## src/rtl/uart_tx_sched_pkg.sv

```systemverilog
// Shared types and helpers for the UART TX burst scheduler.
package uart_tx_sched_pkg;

  localparam int unsigned DATA_W_DEF = 8;

  typedef enum logic [1:0] {
    IDLE  = 2'd0,
    XFER  = 2'd1,
    GUARD = 2'd2
  } sched_state_t;

  // Bits needed to hold 0..max_val; never less than one bit.
  function automatic int unsigned cnt_w(input int unsigned max_val);
    return (max_val < 1) ? 1 : $clog2(max_val + 1);
  endfunction

endpackage

```

## src/rtl/uart_tx_sched_rr_arbiter.sv

```systemverilog
// Combinational round-robin picker: first requester after last_grant, wrapping.
module rr_arbiter #(
  parameter int unsigned N_REQ = 4,
  parameter int unsigned ID_W  = $clog2(N_REQ)
) (
  input  logic [ID_W-1:0]  i_last_grant,
  input  logic [N_REQ-1:0] i_req,
  output logic [ID_W-1:0]  o_winner,
  output logic             o_any
);

  logic [ID_W:0]   w_sum;
  logic [ID_W-1:0] w_sel;

  // Scan from the farthest offset down so the nearest set bit is written last.
  always_comb begin
    o_winner = i_last_grant;
    o_any    = |i_req;
    w_sum    = '0;
    w_sel    = '0;
    for (int unsigned k = N_REQ; k >= 1; k--) begin
      w_sum = {1'b0, i_last_grant} + (ID_W+1)'(k);
      if (w_sum >= (ID_W+1)'(N_REQ)) w_sum = w_sum - (ID_W+1)'(N_REQ);
      w_sel = w_sum[ID_W-1:0];
      if (i_req[w_sel]) o_winner = w_sel;
    end
  end

endmodule

```

## src/rtl/uart_tx_sched.sv

```systemverilog
// Round-robin burst scheduler sharing one UART TX core among N_REQ byte sources,
// with a baud-timed guard gap between bursts and a stall timeout on each grant.
module uart_tx_sched
  import uart_tx_sched_pkg::*;
#(
  parameter int unsigned N_REQ      = 4,
  parameter int unsigned DATA_W     = DATA_W_DEF,
  parameter int unsigned MAX_BURST  = 16,
  parameter int unsigned GUARD_BITS = 2,
  parameter int unsigned TIMEOUT    = 32,
  parameter int unsigned ID_W       = $clog2(N_REQ)
) (
  input  logic                    clk,
  input  logic                    rst,
  input  logic                    baud_tick,
  input  logic [N_REQ-1:0]        req_valid,
  input  logic [N_REQ*DATA_W-1:0] req_data,
  input  logic [N_REQ-1:0]        req_last,
  output logic [N_REQ-1:0]        req_ready,
  output logic                    tx_valid,
  output logic [DATA_W-1:0]       tx_data,
  input  logic                    tx_ready,
  output logic [ID_W-1:0]         grant_id,
  output logic                    grant_active
);

  localparam int unsigned BW = cnt_w(MAX_BURST);
  localparam int unsigned SW = cnt_w(TIMEOUT);
  localparam int unsigned GW = cnt_w(GUARD_BITS);

  sched_state_t    r_state;
  logic [ID_W-1:0] r_grant_id;
  logic [ID_W-1:0] r_last_grant;
  logic [BW-1:0]   r_burst_cnt;
  logic [SW-1:0]   r_stall_cnt;
  logic [GW-1:0]   r_guard_cnt;

  logic [ID_W-1:0]   w_winner;
  logic              w_any;
  logic [DATA_W-1:0] w_lane [N_REQ];
  logic              w_sel_valid;
  logic              w_xfer;
  logic              w_burst_end;
  logic              w_timeout;

  rr_arbiter #(
    .N_REQ (N_REQ),
    .ID_W  (ID_W)
  ) u_arb (
    .i_last_grant (r_last_grant),
    .i_req        (req_valid),
    .o_winner     (w_winner),
    .o_any        (w_any)
  );

  for (genvar gi = 0; gi < N_REQ; gi++) begin : g_lane
    assign w_lane[gi] = req_data[gi*DATA_W +: DATA_W];
  end

  assign w_sel_valid = req_valid[r_grant_id];
  assign w_xfer      = (r_state == XFER) && w_sel_valid && tx_ready;
  assign w_burst_end = w_xfer &&
                       (req_last[r_grant_id] || (r_burst_cnt == BW'(MAX_BURST - 1)));
  // Release fires on the tick that would bring the stall count to TIMEOUT.
  assign w_timeout   = (r_state == XFER) && !w_xfer && baud_tick &&
                       (r_stall_cnt == SW'(TIMEOUT - 1));

  always_comb begin
    tx_valid  = 1'b0;
    tx_data   = '0;
    req_ready = '0;
    if (r_state == XFER) begin
      tx_valid              = w_sel_valid;
      tx_data               = w_lane[r_grant_id];
      req_ready[r_grant_id] = tx_ready;
    end
  end

  assign grant_active = (r_state == XFER);
  assign grant_id     = r_grant_id;

  always_ff @(posedge clk or posedge rst) begin
    if (rst) begin
      r_state      <= IDLE;
      r_grant_id   <= '0;
      r_last_grant <= ID_W'(N_REQ - 1);
      r_burst_cnt  <= '0;
      r_stall_cnt  <= '0;
      r_guard_cnt  <= '0;
    end else begin
      case (r_state)
        IDLE: begin
          if (w_any) begin
            r_state      <= XFER;
            r_grant_id   <= w_winner;
            r_last_grant <= w_winner;
            r_burst_cnt  <= '0;
            r_stall_cnt  <= '0;
          end
        end
        XFER: begin
          if (w_xfer) begin
            r_burst_cnt <= r_burst_cnt + 1'b1;
            r_stall_cnt <= '0;
          end else if (baud_tick) begin
            r_stall_cnt <= r_stall_cnt + 1'b1;
          end
          if (w_burst_end || w_timeout) begin
            if (GUARD_BITS == 0) begin
              r_state <= IDLE;
            end else begin
              r_state     <= GUARD;
              r_guard_cnt <= GW'(GUARD_BITS);
            end
          end
        end
        GUARD: begin
          if (baud_tick) begin
            r_guard_cnt <= r_guard_cnt - 1'b1;
            if (r_guard_cnt == GW'(1)) r_state <= IDLE;
          end
        end
        default: r_state <= IDLE;
      endcase
    end
  end

endmodule

```

## config.mk

```make
export PLATFORM = sky130hd
export DESIGN_NAME = uart_tx_sched
export DESIGN_NICKNAME = d
export VERILOG_FILES = /design/src/rtl/uart_tx_sched_pkg.sv /design/src/rtl/uart_tx_sched_rr_arbiter.sv /design/src/rtl/uart_tx_sched.sv
export SDC_FILE = /design/constraint.sdc
export NUM_CORES = 1
export LEC_CHECK = 0
export ABC_AREA = 1
export BUFFER_PORTS_ARGS = -buffer_cell sky130_fd_sc_hd__buf_2
export CAP_MARGIN = 40
export CORE_MARGIN = 8
export CORE_UTILIZATION = 51
export CTS_CLUSTER_SIZE = 28
export DETAILED_ROUTE_END_ITERATION = 10
export PLACE_DENSITY = 0.91
export SETUP_SLACK_MARGIN = 0.15
export SLEW_MARGIN = 20
export SYNTH_ARGS = -nofsm -noshare
export SYNTH_HDL_FRONTEND = slang
export SYNTH_SLANG_ARGS = --single-unit
```

## constraint.sdc

```tcl
create_clock -name clk -period 3.6 [get_ports clk]
set_input_delay 0.18 -clock clk [delete_from_list [all_inputs] [get_ports clk]]
set_output_delay 0.18 -clock clk [all_outputs]
set_load 0.01 [all_outputs]
```

======== Word level (Yosys, flattened, before mapping) ========
Cells that the tools add are included.
cells by class
  magnitude comparators ................... 11
  bitwise operators ....................... 2
  multiplexer cells ....................... 42
  reduce and logical (&&, ||, !) cells .... 19
  equal/unequal tests ..................... 11
  add/subtract/negate cells ............... 11
operators by type and width
  operator               number
  $mux W2                13
  $mux W8                3
  $mux W6                3
  $bmux W8 S2            1
  $ge A3 B3 Y1 const B   5
  $lt A2 B3 Y1 const B   5
  $bmux W1 S2            6
  $pmux W6 S2            1
  $mux W5                2
  $pmux W5 S2            1
  $sub A2 B1 Y2 const B  5
  $reduce_and A3 Y1      3
  $mux W1                8
  $logic_and A1 B1 Y1    7
  $add A2 B2 Y3 const B  2
  $add A6 B1 Y6 const B  1
  $eq A6 B5 Y1 const B   1
  $ne A2 B1 Y1 const B   3
  $pmux W2 S3            1
  $add A5 B1 Y5 const B  1
  $eq A5 B4 Y1 const B   1
  $and A4 B4 Y4          1
  $eq A2 B1 Y1 const B   2
  $mux W4                1
  other kinds (16)       19
word-level totals
  bits of input ports ..................... 44
  bits in registers ....................... 19
  word-level logic and storage cells ...... 102

======== Depth between registers and ports, before layout ========
Gate-level depths: netlist of the first run.
  word-level depth ........................ 11
  gate-level depth with buffers ........... 12
  gate-level depth less buffers ........... 11

======== Cells and area by module ========
Synthesis of the first run repeated with hierarchy kept, for this count alone.
unflattened totals
  cells, all modules ...................... 235
  area total of the unflattened synthesis .. 1611.5 µm²
by module, submodules not included
  module         area each (µm²)  cells each  times used
  uart_tx_sched  1407.6           192         1
  rr_arbiter     203.9            43          1

======== Worst setup path before layout of the first run ========
Ideal clock, no wire load.
  path type ............................... reg2out
  from .................................... reg r_grant_id[1], in the netlist grant_id[1]
  to ...................................... out tx_data[0]
  data arrival time ....................... 1.360 ns
  required time ........................... 3.420 ns
  cell stages (with the launch flop) ...... 6
  slack ................................... 2.060 ns
  cell sequence ........................... dfrtp_1 -> buf_4 -> buf_6 -> nor2_1 -> a22oi_1 -> a31oi_1
between the ends
  cells in the longest elaborated chain, start to end .. 5
ends and longest elaborated chain
  what                                        line                 RTL
  start, declared                             uart_tx_sched.sv:32  logic [ID_W-1:0] r_grant_id;
  start signal, assigned                      uart_tx_sched.sv:95  r_grant_id <= w_winner;
  $not A2 Y3 (implied by the code)            uart_tx_sched.sv:74  tx_data = w_lane[r_grant_id];
  $bmux W8 S2                                 uart_tx_sched.sv:74
  $mux W8 (implied by the code) (2 in a row)  uart_tx_sched.sv:74
  $mux W8                                     uart_tx_sched.sv:72  if (r_state == XFER) begin
  end, declared                               uart_tx_sched.sv:21  output logic [DATA_W-1:0] tx_data,
Every way passes these cells. The select of a mux whose other input is x is not followed.

======== Worst setup path after layout of the first run ========
  from .................................... reg r_grant_id[0], in the netlist grant_id[0]
  to ...................................... out tx_data[7]
Same word-level chain as after synthesis.

==> out/results.tsv, run 1 <==
stage	metric	value	unit
sta	fin crit share	66.8	%
setup_path	CP Data Required Time	3.42	ns
power	worst vdd ir	0.331	mV
finish	most frequent cells in the layout	75 x nand2_1, 59 x buf_2, 34 x nand3_1, 19 x inv_1, 17 x dfrtp_1	
sta	Setup TNS	0	ns
detailed_routing	DR vias/cell	5.34	
detailed_routing	Antenna Nets Post-Route	0	
finish	Layout Nets	345	
sta	Slew Limit Fails	0	
min_path	Endpoint, Worst Hold	r_state[1]$_DFFE_PP0P_	
detailed_routing	Post-Route WL	4720	um
finish	Finished Layout Cells	340	
synth	Mapped Area	0.00160	mm2
sta	min cycle time layout	2.40	ns
finish	area grow syn2layout	22.9	%
floorplan	die area	0.00518	mm2
setup_path	Setup crit start	grant_id[0]$_DFFE_PP0P_	
grt	grt ovf	0	
grt	initial antenna violation count	0	
setup_path	reg2reg path depth	9	
synth	mux share of post-synthesis cell area	0	%
synth	Synthesis Warnings	0	
placement	Placed Cells	333	
synth	register bit count reported by yosys	19	
detailed_routing	drt wl/cell	13.9	um
synth	adder-cell share of the synthesized area	3.13	%
synth	syn_nets	286	
setup_path	CP Max Fanout	20	
clock_network	clock root buffer	clkbuf_4	
min_path	min-delay src	baud_tick	
detailed_routing	# DRC	0	
synth	largest family of logic cells by synthesized area	simple AND/OR/NAND/NOR gates	
sta	Slew headroom	48.2	%
floorplan	I/O pins	60	
setup_path	Reg2Reg Capture Point	r_stall_cnt[4]$_DFFE_PP0P_	
synth	Netlist cell types	29	
sta	Fin Hold WS	0.213	ns
finish	layout cell share with drive strength beyond 1	27.7	%
floorplan	Rows	20	
sta	Max Fclk	416	MHz
clock_network	clock-pin slew on the worst setup and hold paths	0.11	ns
min_path	WHS Path Cells	4	
finish	layout filler cell count	299	
flow_run	max cap viols	0	
setup_path	reg-to-reg startpoint	grant_id[0]$_DFFE_PP0P_	
floorplan	DIE HEIGHT	72.0	um
power	PD cells	766	mW/mm2
setup_path	worst setup path class	flip-flop to output pin	
floorplan	starting density of the core	52.8	%
synth	post-synthesis sequential area ratio	29.9	%
sta	Slew @ Worst Pin	0.777	ns
clock_network	Setup Buffers After CTS	0	
detailed_routing	First DRT Iteration DRCs	123	
setup_path	R2R setup slack	1.61	ns
synth	Avg Cell Area, Syn	6.71	um2
floorplan	die width	72.0	um
clock_network	# resized after CTS	0	
synth	Simple-Gate Fraction of Synth Area	44.8	%
clock_network	hold buffers post-CTS	0	
placement	RePlAce Congestion	0.965	
grt	wire length of the first global-routing pass	7650	um
finish	Antenna Cells	0	
min_path	Hold Crit Class	input pin to flip-flop	
synth	XOR/XNOR Fraction of Synth Area	1.10	%
finish	Core Util, Final	64.9	%
setup_path	worst path arrival time	2.22	ns
setup_path	Setup crit end kind	output pin	
clock_network	H-tree depth	1	
grt	gr usage total	17.8	%
finish	commonest non-fill, non-tap cell in the layout	nand2_1	
outcome	status	finished clean	
floorplan	area of the core	0.00303	mm2
sta	RSZ-0062 raised after global routing	false	
grt	vias in the first global route	1736	
clock_network	worst-skew pair later-pin latency	0.30	ns
sta	final setup vio count	0	
clock_network	CTS tree	done	
clock_network	TritonCTS Buffers	3	
synth	post-synthesis cell count	238	
placement	post-DP HPWL	3760	um
power	Leakage	0.00107	uW
synth	complex-gate fraction of the synthesized area	12.1	%
sta	clk_skew	0.00235	ns
setup_path	CP startpoint kind	flip-flop	
grt	largest net degree at the start of global routing	27	
clock_network	Max Buffers Root-to-Sink	2	
sta	final hold vios	0	
clock_network	clk sinks	19	
detailed_routing	vias post-DR	1817	
placement	port bufs	59	
detailed_routing	TritonRoute pass-1 iters	4	
stage by stage:
stage	setup slack (ns)	instance area [um2]	power, uW
final	1.20	1960	1500
after global routing	1.06	1960	1640
after CTS	1.23	1920	1480
after detailed placement	1.57	1900	1370
after global placement	1.61	1900	1350
after floorplan	2.06	1600	1130
power by group:
| part | switching (uW) | internal (uW) |
|---|---|---|
| clock network | 66.1 | 43.2 |
| registers | 108 | 293 |
| logic | 635 | 359 |
cell type report:
| type | count | area [um2] | area share (%) |
|---|---|---|---|
| clock buffers | 4 | 26.3 | 1.34 |
| flip-flops and latches | 19 | 478 | 24.3 |
| well taps | 44 | 55.1 | 2.80 |
| multi-input cells | 188 | 976 | 49.7 |
| inverters | 23 | 93.8 | 4.78 |
| repair buffers | 62 | 335 | 17.1 |
synth_stat cells (all sizes together):
library cell	instances	area share, %
nor2	20	7.0
buf	4	2.2
nand4	6	2.3
o21ai	10	3.1
dfstp	2	3.3
o31ai	1	0.47
dfrtp	17	27
nand3	35	11
nand2	81	21
clkbuf	4	0.94
xor2	2	1.1
nor3	5	1.6
or2	1	0.39
a31oi	8	3.1
nand3b	2	0.94
inv	23	5.9
a22oi	8	3.8
a21oi	5	1.6
ha	4	3.1
metal layers:
layer / global-route usage (%) / wire, um / up-vias
met5: 0 / 0 / -
met4: 5.22 / 80 / 0
met1: 21.0 / 1970 / 804
met3: 4.41 / 557 / 8
li1: - / - / 919
met2: 30.9 / 2110 / 86
flip-flops by register name, summed over array words and instances, names as in the netlist:
register,flops
r_last_grant,2
r_stall_cnt,6
r_state,2
r_guard_cnt,2
r_burst_cnt,5
grant_id,2
cell families after synthesis:
logic type,Yosys count
simple gates,150
fa+ha+maj,4
xor+xnor,2
flops,19
buf+inv,31
compound gates,32
critical path, cell delays in order (launching register included):
cell and delay (ns):
dfrtp_1 0.86, inv_4 0.18, nor2_1 0.44, a22oi_1 0.14
a31oi_1 0.15, buf_2 0.15
worst max-delay path by stage:
stage               cells after the start         end
detailed placement                      5  tx_data[3]
floorplan                               5  tx_data[0]
global route                            5  tx_data[6]
CTS                                     5  tx_data[3]
global placement                        5  tx_data[6]
finish                                  5  tx_data[7]
No activity file was read; power rests on OpenSTA's default activity.
==> inputs of run 2 (changes only) <==
- CORE_UTILIZATION: 51 -> 49
- PLACE_DENSITY: 0.91 -> 0.89
- clock period: 3.6 -> 2.4 ns (I/O delays scaled with it)
==> run 2 against run 1 <==
Net effect: critical path type unchanged; sequential power increased by 42%; register-to-register slack got worse by 0.90 ns; non-clock buffer count unchanged; highest routed layer unchanged; count of clock-buffer cells in the layout decreased by 1; utilization decreased by 1.5 points; clock skew about the same; die area increased by 3.2%.
==> out/results.tsv, run 2 (synthesis gave the netlist of run 1 again) <==
stage	metric	value	unit
finish	area grow syn2layout	22.1	%
finish	most frequent cells in the layout	75 x nand2_1, 59 x buf_2, 34 x nand3_1, 19 x inv_1, 17 x dfrtp_1	
sta	RSZ-0062 raised after global routing	false	
setup_path	CP cell instances	buf_4, nor2_1, a22oi_1, a31oi_1, buf_2	
power	Leakage	0.00106	uW
placement	post-DP HPWL	3640	um
setup_path	CP Max Fanout	14	
finish	Reg with most FFs	r_stall_cnt	
finish	Largest register FFs	6	
finish	Antenna Cells	0	
floorplan	Rows	20	
flow_run	max cap viols	0	
setup_path	CP Data Required Time	2.28	ns
power	total chip power	2260	uW
placement	port bufs	59	
floorplan	DIE HEIGHT	73.1	um
detailed_routing	vias post-DR	1801	
clock_network	hold buffers post-CTS	1	
clock_network	H-tree depth	1	
clock_network	Max Buffers Root-to-Sink	2	
power	PD cells	1160	mW/mm2
grt	largest net degree at the start of global routing	20	
setup_path	worst path arrival time	1.98	ns
detailed_routing	Post-Route WL	4550	um
sta	Slew headroom	51.3	%
clock_network	clock-pin slew on the worst setup and hold paths	0.11	ns
setup_path	CP max stage cell	dfrtp_1	
floorplan	area of the core	0.00308	mm2
setup_path	CP Depth	5	
grt	initial antenna violation count	0	
sta	final setup vio count	0	
clock_network	worst-skew pair later-pin latency	0.30	ns
clock_network	clock root buffer	clkbuf_4	
clock_network	Setup Buffers After CTS	0	
grt	grt ovf	0	
detailed_routing	DR vias/cell	5.30	
grt	wire length of the first global-routing pass	7530	um
detailed_routing	TritonRoute pass-1 iters	4	
min_path	WHS Path Cells	4	
detailed_routing	# DRC	0	
floorplan	die area	0.00534	mm2
detailed_routing	drt wl/cell	13.4	um
floorplan	starting density of the core	51.9	%
clock_network	# resized after CTS	0	
setup_path	Largest delay share family, worst path	flip-flops	
clock_network	TritonCTS Buffers	3	
sta	min cycle time layout	2.10	ns
sta	fin crit share	87.3	%
sta	Max Fclk	477	MHz
floorplan	die width	73.1	um
min_path	Hold Crit Class	input pin to flip-flop	
clock_network	CTS tree	done	
grt	gr usage total	17.3	%
power	worst vdd ir	0.507	mV
placement	RePlAce Congestion	0.927	
floorplan	I/O pins	60	
detailed_routing	Antenna Nets Post-Route	0	
sta	Slew Limit Fails	0	
sta	clk_skew	0.00245	ns
setup_path	reg2reg path depth	10	
setup_path	WP buf/inv	2	
sta	Slew @ Worst Pin	0.729	ns
finish	Layout Nets	345	
clock_network	clk sinks	19	
setup_path	slowest stage delay, CP	0.53	ns
detailed_routing	First DRT Iteration DRCs	87	
setup_path	Setup crit end kind	output pin	
setup_path	CP startpoint kind	flip-flop	
sta	Setup TNS	0	ns
outcome	status	finished clean	
finish	layout cell share with drive strength beyond 1	28.0	%
setup_path	worst setup path class	flip-flop to output pin	
sta	final hold vios	0	
grt	vias in the first global route	1674	
finish	commonest non-fill, non-tap cell in the layout	nand2_1	
finish	Largest regs	r_stall_cnt x6, r_burst_cnt x5	
[run 2: layout make-up]
type	count	area (um2)
fillers	298	1130
multi-input cells	188	976
flip-flops and latches	19	478
repair buffers	62	320
inverters	23	93.8
well taps	44	55.1
clock buffers	3	22.5
clock inverters	1	5.00
[run 2: worst min-delay path: stages]
cell     delay [ns]
buf_2          0.13
nand2_1        0.06
nand2_1        0.04
nand3_1        0.07
[run 2: power by group]
part | internal, uW | switching [uW] | total (uW)
Sequential | 441 | 131 | 572
Clock | 62.1 | 102 | 165
Combinational | 535 | 989 | 1520
[run 2: worst paths after layout]
| path | start | to | slack (ns) |
|---|---|---|---|
| setup / recovery | grant_id[1]$_DFFE_PP0P_ | tx_data[6] | 0.30 |
| min in group asynchronous | rst | r_stall_cnt[4]$_DFFE_PP0P_ | 0.47 |
| hold / removal | baud_tick | r_state[1]$_DFFE_PP0P_ | 0.16 |
| hold reg to reg | r_burst_cnt[4]$_DFFE_PP0P_ | r_burst_cnt[4]$_DFFE_PP0P_ | 0.49 |
| max in group asynchronous | rst | grant_id[1]$_DFFE_PP0P_ | 1.47 |
| setup reg to reg | grant_id[1]$_DFFE_PP0P_ | r_guard_cnt[1]$_DFFE_PP0P_ | 0.71 |
[run 2: per-layer routing]
| layer | global-route usage, % | vias to the layer above | wire length, um |
|---|---|---|---|
| met5 | 0 | - | 0 |
| li1 | - | 913 | - |
| met2 | 29.8 | 77 | 2050 |
| met4 | 3.33 | 0 | 20 |
| met3 | 5.08 | 2 | 583 |
| met1 | 20.5 | 809 | 1900 |
[run 2: stage by stage]
step | setup slack, ns | area (um2) | utilization (%) | hold slack, ns | instances
2_1_floorplan | 0.920 | 1600 | - | 0.0696 | 238
3_3_place_gp | 0.706 | 1910 | 62.2 | 0.270 | 335
3_5_place_dp | 0.641 | 1910 | 62.2 | 0.272 | 335
4_1_cts | 0.307 | 1950 | 63.4 | 0.158 | 340
5_1_grt | 0.165 | 1950 | 63.4 | 0.175 | 340
6_report | 0.305 | 1950 | 63.4 | 0.165 | 340
